File: src/rtl/gin_id_scan_ctrl.sv
// gin_id_scan_ctrl
//   Configuration sequencer for the GIN multicast ID scan chain of one bus row.
//   The block collects CHAIN_LEN IDs from a host valid/ready stream and shifts
//   them into the chain. It then pulses done for one cycle.
//   Words enter the buffer in arrival order. Buffer entry 0, the first word
//   accepted, is shifted into the chain first, so after CHAIN_LEN shifts it
//   sits in the last chain stage.
//
//   Optional feature, macro GIN_SCAN_VERIFY_EN: after LOAD, a VERIFY pass
//   shifts the same words a second time. While it shifts, it compares
//   id_scan_out against the buffer. Re-shifting the same words leaves the
//   chain holding what it held after LOAD. Any mismatch sets the sticky err
//   flag. Without the macro, err is tied low.
//
// Ports
//   clk         clock
//   rst         asynchronous active-high reset
//   cfg_valid   host ID word valid
//   cfg_ready   block can accept an ID word (IDLE only)
//   cfg_id      ID word
//   set_id      scan-chain shift enable
//   id_scan_in  scan data into chain stage 0 (zero when set_id is low)
//   id_scan_out scan data out of the last chain stage
//   busy        high during LOAD / VERIFY
//   done        one-cycle completion pulse
//   err         sticky readback mismatch, cleared by the first accept of a sequence
module gin_id_scan_ctrl #(
   parameter int unsigned CHAIN_LEN = 14,
   parameter int unsigned ID_LEN    = 5,
   parameter int unsigned CNT_W     = 5
) (
   input  logic              clk,
   input  logic              rst,
   input  logic              cfg_valid,
   output logic              cfg_ready,
   input  logic [ID_LEN-1:0] cfg_id,
   output logic              set_id,
   output logic [ID_LEN-1:0] id_scan_in,
   input  logic [ID_LEN-1:0] id_scan_out,
   output logic              busy,
   output logic              done,
   output logic              err
);

   localparam int unsigned IDX_W = $clog2(CHAIN_LEN);
   localparam logic [CNT_W-1:0] LAST = CNT_W'(CHAIN_LEN - 1);

   typedef enum logic [1:0] {
      S_IDLE,
      S_LOAD,
      S_VERIFY,
      S_DONE
   } state_t;

   state_t            state, state_nx;
   logic [CNT_W-1:0]  wr_cnt, sh_cnt;
   logic [ID_LEN-1:0] id_buf [CHAIN_LEN];
   logic              accept;
   logic              shifting;
   logic [ID_LEN-1:0] sh_word;

   assign accept   = cfg_valid && cfg_ready;
   assign shifting = (state == S_LOAD) || (state == S_VERIFY);
   assign sh_word  = id_buf[sh_cnt[IDX_W-1:0]];

   // The outputs decode only the registered state and counters.
   // There is no path from cfg_valid to any of them.
   always_comb begin
      state_nx   = state;
      cfg_ready  = 1'b0;
      set_id     = 1'b0;
      busy       = 1'b0;
      done       = 1'b0;
      id_scan_in = '0;
      unique case (state)
         S_IDLE: begin
            cfg_ready = 1'b1;
            if (cfg_valid && (wr_cnt == LAST)) state_nx = S_LOAD;
         end
         S_LOAD: begin
            busy       = 1'b1;
            set_id     = 1'b1;
            id_scan_in = sh_word;
            if (sh_cnt == LAST) begin
`ifdef GIN_SCAN_VERIFY_EN
               state_nx = S_VERIFY;
`else
               state_nx = S_DONE;
`endif
            end
         end
         S_VERIFY: begin
`ifdef GIN_SCAN_VERIFY_EN
            busy       = 1'b1;
            set_id     = 1'b1;
            id_scan_in = sh_word;
            if (sh_cnt == LAST) state_nx = S_DONE;
`else
            state_nx = S_IDLE;
`endif
         end
         S_DONE: begin
            done     = 1'b1;
            state_nx = S_IDLE;
         end
         default: state_nx = S_IDLE;
      endcase
   end

   always_ff @(posedge clk or posedge rst) begin
      if (rst) begin
         state  <= S_IDLE;
         wr_cnt <= '0;
         sh_cnt <= '0;
      end else begin
         state <= state_nx;
         if (accept) wr_cnt <= (wr_cnt == LAST) ? '0 : wr_cnt + 1'b1;
         // sh_cnt is already zero when entering LOAD, because every pass ends by wrapping it.
         if (shifting) sh_cnt <= (sh_cnt == LAST) ? '0 : sh_cnt + 1'b1;
      end
   end

   // The buffer needs no reset. Every entry is written before LOAD reads it.
   always_ff @(posedge clk) begin
      if (accept) id_buf[wr_cnt[IDX_W-1:0]] <= cfg_id;
   end

`ifdef GIN_SCAN_VERIFY_EN
   // Before each VERIFY shift edge, the last stage holds the word
   // shifted in at the same index during LOAD.
   always_ff @(posedge clk or posedge rst) begin
      if (rst) begin
         err <= 1'b0;
      end else if (accept && (wr_cnt == '0)) begin
         err <= 1'b0;
      end else if ((state == S_VERIFY) && (id_scan_out != sh_word)) begin
         err <= 1'b1;
      end
   end
`else
   logic unused_scan_out;
   assign unused_scan_out = ^id_scan_out;
   assign err = 1'b0;
`endif

endmodule
File: config.mk
export PLATFORM = sky130hd
export DESIGN_NAME = gin_id_scan_ctrl
export DESIGN_NICKNAME = d
export VERILOG_FILES = /design/src/rtl/gin_id_scan_ctrl.sv
export SDC_FILE = /design/constraint.sdc
export NUM_CORES = 1
export LEC_CHECK = 0
export BUFFER_PORTS_ARGS = -buffer_cell sky130_fd_sc_hd__buf_2
export CORE_MARGIN = 3
export CORE_UTILIZATION = 42
export DETAILED_ROUTE_END_ITERATION = 6
export PLACE_DENSITY = 0.61
export SYNTH_ARGS = -nofsm -noshare
export SYNTH_HDL_FRONTEND = slang
export SYNTH_SLANG_ARGS = --single-unit
File: constraint.sdc
create_clock -name clk -period 2.2 [get_ports clk]
set_input_delay 0.22 -clock clk [delete_from_list [all_inputs] [get_ports clk]]
set_output_delay 0.22 -clock clk [all_outputs]
set_load 0.05 [all_outputs]
### Word level (Yosys, flattened, before mapping)

Memories as Yosys holds them, arrays and structs flattened.
Index checks and enable logic that the tools add are counted.

| storage, ports and cells | value |
|---|---|
| register bits | 12 |
| RAM bits | 70 |
| logic and storage cells | 30 |
| memories | 1 |

Memory list:

| name | depth | width | read ports | clocked after Yosys merged registers in | write ports | line | source |
|---|---|---|---|---|---|---|---|
| id_buf | 14 | 5 | 1 | 0 | 1 | 57 | `logic [ID_LEN-1:0] id_buf [CHAIN_LEN];` |

| cells by class | value |
|---|---|
| add/subtract/negate cells | 2 |
| equal/unequal tests | 7 |
| muxes and demuxes | 11 |
| reduce and logical (&&, ||, !) cells | 6 |

Operators by type and width:

| kind | number |
|---|---|
| two-way mux 5 bit | 3 |
| adder 5 x 1 -> 5 bit, second input constant | 2 |
| == test 5 x 4 -> 1 bit, second input constant | 2 |
| one-hot mux 2 bit (3 select lines) | 1 |
| two-way mux 1 bit | 5 |
| == test 2 bit, second input constant | 2 |
| two-way mux 2 bit | 2 |
| == test 2 x 1 -> 1 bit, second input constant | 1 |
| logical AND 1 bit | 2 |
| zero test 2 bit | 1 |
| inequality test 2 x 1 -> 1 bit, second input constant | 1 |
| inequality test 2 bit, second input constant | 1 |
| AND reduction 2 bit | 1 |
| OR reduction 2 bit | 1 |
| logical OR 1 bit | 1 |

### Depth between registers and ports, before layout

| depth | value |
|---|---|
| depth after elaboration | 5 |
| gate-level depth with buffers | 7 |

### Least setup slack after synthesis

OpenSTA, ideal clock, no wires.

| timing path | value |
|---|---|
| kind | register to register |
| start point | register state[0] |
| end point | memory id_buf[3][0], enable pin |
| library setup time | 0.374 ns |
| data arrival time | 1.826 ns |
| data required time | 1.826 ns |
| slack | 0.000 ns |
| stages on the path, launching flop included | 7 |
| path buffers | 1 |
| clock period less this slack | 2.200 ns |
| path through | dfrtp_1 inv_1 ha_1 and2_1 buf_2 nand2_1 nor3_1 |

| between the ends | value |
|---|---|
| longest elaborated chain between the ends | 5 |

Ends and longest elaborated chain:

| element | line | source |
|---|---|---|
| start: declaration | 55 | `state_t state, state_nx;` |
| start signal: assignment | 116 | `state <= state_nx;` |
| zero test 2 bit | 75 | `unique case (state)` |
| two-way mux 1 bit | 75 |  |
| via cfg_ready | 35 | `output logic cfg_ready,` |
| logical AND 1 bit | 62 | `assign accept = cfg_valid && cfg_ready;` |
| two-way mux 1 bit | 125 | `if (accept) id_buf[wr_cnt[IDX_W-1:0]] <= cfg_id;` |
| two-way mux 1 bit (not written as such) | 125 |  |
| end: declaration | 57 |  |

The timed path passes the listed nets, and every way through them passes these cells.

### Final worst setup path

| timing path | value |
|---|---|
| start point | register sh_cnt[0] |
| end point | output port id_scan_in[3] |

| between the ends | value |
|---|---|
| longest elaborated chain between the ends | 2 |

Ends and longest elaborated chain:

| element | line | source |
|---|---|---|
| start: declaration | 56 | `logic [CNT_W-1:0] wr_cnt, sh_cnt;` |
| start signal: assignment | 119 | `if (shifting) sh_cnt <= (sh_cnt == LAST) ? '0 : sh_cnt + 1'b1;` |
| memory (14 x 5 bit) | - |  |
| two-way mux 5 bit | 75 |  |
| end: declaration | 38 | `output logic [ID_LEN-1:0] id_scan_in,` |

Every way passes these cells.

==> results.json <==
{
  "status": "complete, but fails checks",
  "violations": "negative setup slack",
  "hold_viol": 0,
  "clkPwrFrac_pct": 20.2,
  "final_common_cell": "edfxtp_1",
  "period_share_pct": 102,
  "start_util_pct": 44.8,
  "drtPass1Iterations": 4,
  "fin_ws_ns": -0.0343,
  "end_kind": "primary output",
  "avgSynthCellArea_um2": 15.1,
  "critPathRequiredTime_ns": 1.98,
  "combinationalPowerShare_pct": 43.4,
  "wl_per_cell_um": 18.1,
  "fin_area_um2": 4150,
  "gp_congestion": 0.735,
  "switching_share_pct": 37.5,
  "areaGrowthSynthToFinish_pct": 16.2,
  "grtUsageTotal_pct": 15.3,
  "die_x_um": 98.2,
  "wirelength_um": 6820,
  "netlist.area_leader.share_pct": 58.9,
  "synth_area_leaders": "edfxtp_1 (59%), dfrtp_1 (8.4%), mux2i_1 (5.6%)",
  "p_int_mw": 3.49,
  "rows": 32,
  "grt_pass1_vias": 2116,
  "final_cell_mix": "edfxtp_1 (70), mux2i_1 (20), nand2_1 (17)",
  "clockBufferDepth": 2,
  "p_sw_mw": 2.10,
  "timing.critical_path.fanout_max": 4,
  "power.share.sequential_pct": 36.4,
  "h-tree-depth": 3,
  "dp_hpwl_um": 4610,
  "synth_cells": 236,
  "layout-drive-gt1-share_pct": 25.9,
  "ios": 23,
  "dieArea_um2": 9640,
  "die_h_um": 98.2,
  "fmax_ghz": 0.448,
  "cts.sinks": 82,
  "fin_nets": 292,
  "slew_viol_final": 0,
  "synth_cell_types": 35,
  "startpoint_type": "register",
  "antenna_cells_inserted": 0,
  "syn-cell-area_um2": 3570,
  "cts_root_buf": "clkbuf_8",
  "dr_total_vias": 2014,
  "clk_latency_ns": 0.35,
  "grt_pass1_wl_um": 11100,
  "fp.coreArea_um2": 7970,
  "grt_max_degree": 21,
  "arrival_ns": 2.01,
  "power_leakage_nw": 1.54,
  "cts_tree": "done",
  "routed_via_density": 5.36,
  "place_area_um2": 3800,
  "crit_type": "register to primary output",
  "grt_antenna_before_repair": 0,
  "ys_warn_count": 0,
  "drt_iter0_drc": 98,
  "pre_cts_slack_ns": 0.0854,
  "p_per_area_nw_per_um2": 1350,
  "min_path_type": "input port to register",
  "ys_ff_latch": 82,
  "yosysTopAreaCell": "edfxtp_1",
  "remaining_drc_errors": 0,
  "ff2ff_setup_slack_ns": 0.20,
  "antenna_left": 0,
  "async_flop_share_pct": 14.6,
  "io_buffers": 16,
  "rsz0062_at_grt": "true",
  "period_minus_slack_ns": 2.23,
  "finClkSkew_ns": 0.00741,
  "syn-num-nets": 259,
  "ys_seq_area_share_pct": 67.3,
  "clk_pin_slew_ns": 0.08,
  "cts-buffers-inserted": 9,
  "drv_cap": 0,
  "synth-edff-count": 70,
  "p_total_mw": 5.59,
  "gr-total-overflow": 0,
  "max-vdd-ir-drop_uv": 694,
  "ys.flop_type": "edfxtp_1",
  "setup_violations": 4
}
-- metal layers --
metal	track usage (%)	wire, µm
met1	19.3	2920
met2	25.2	3450
met3	4.43	325
met4	5.46	129
met5	0	0
-- cell type report --
cell class,count,area (µm²)
inverters,7,26.3
clock inverters,7,83.8
flip-flops and latches,82,2410
multi-input cells,133,1080
repair buffers,36,293
well taps,102,128
fillers,661,3820
clock buffers,9,124
-- stage by stage --
| stage | hold WS (ns) | util (%) | instances | setup TNS [ns] |
|---|---|---|---|---|
| floorplan | 0.0847 | - | 236 | 0 |
| global placement | 0.261 | 47.6 | 357 | 0 |
| detailed placement | 0.249 | 47.6 | 357 | 0 |
| CTS | 0.196 | 51.9 | 376 | -0.105 |
| global route | 0.247 | 52.0 | 376 | -0.374 |
| finish | 0.204 | 52.0 | 376 | -0.0674 |
-- worst paths after layout --
kind,from,to,cells after the start
max reg2reg,state[1],id_buf[4][1],5
min,cfg_valid,wr_cnt[3],4
min reg2reg,sh_cnt[4],sh_cnt[4],1
min in group asynchronous,rst,state[0],3
max,sh_cnt[0],id_scan_in[3],5
max in group asynchronous,rst,sh_cnt[2],3
-- cells by family (layout without fill, tap and decap cells) --
kind of cell / Yosys count / count (layout) / share of synthesized area (%)
AND/OR/NAND/NOR: 53 / 53 / 7.33
adder cells (fa/ha/maj): 10 / 10 / 3.51
buffers and inverters: 21 / 59 / 4.10
multiplexers: 31 / 31 / 10.7
flip-flops: 82 / 82 / 67.3
AO/OA/AOI/OAI: 38 / 38 / 6.95
other: 1 / 1 / 0.105
-- state kept, by name, summed over array words and instances (netlist names) --
signal / count
state: 2
wr_cnt: 5
id_buf: 70
sh_cnt: 5
-- power groups by stage --
stage | registers, mW | clock network (mW) | logic, mW
CTS | 2.03 | 1.15 | 2.43
detailed placement | 2.07 | 0 | 2.10
finish | 2.03 | 1.13 | 2.43
floorplan | 1.95 | 0 | 1.80
global placement | 2.06 | 0 | 2.06
global route | 2.07 | 1.22 | 2.62
-- Yosys cell counts, types with 2 or more instances --
| library cell | count |
|---|---|
| and2_1 | 2 |
| nor2b_1 | 5 |
| buf_6 | 2 |
| inv_1 | 7 |
| nand2b_1 | 2 |
| buf_2 | 4 |
| mux2_2 | 6 |
| buf_12 | 2 |
| dfrtp_1 | 12 |
| nor3_1 | 6 |
| a221oi_1 | 5 |
| and4b_1 | 2 |
| o31a_1 | 5 |
| buf_4 | 4 |
| ha_1 | 10 |
| mux4_2 | 5 |
| o22ai_1 | 6 |
| a21oi_1 | 2 |
| nand2_1 | 17 |
| nor2_1 | 12 |
| mux2i_1 | 20 |
| nand3_1 | 2 |
| clkbuf_1 | 2 |
| edfxtp_1 | 70 |
| o21ai_0 | 16 |
-- critical path: stages (launching register included) --
cell     delay, ns
dfrtp_2       0.44
buf_12        0.13
mux4_2        0.51
nor2b_4       0.14
o31a_1        0.27
buf_6         0.17
-- timing repair --
action,CTS,global route
pin swaps,5,0
setup endpoints to repair,5,5
resized for setup,27,5
hold buffers,1,0
setup buffers,2,0
endpoints found under the hold margin,12,0
Power figures use the tool's default switching activity.
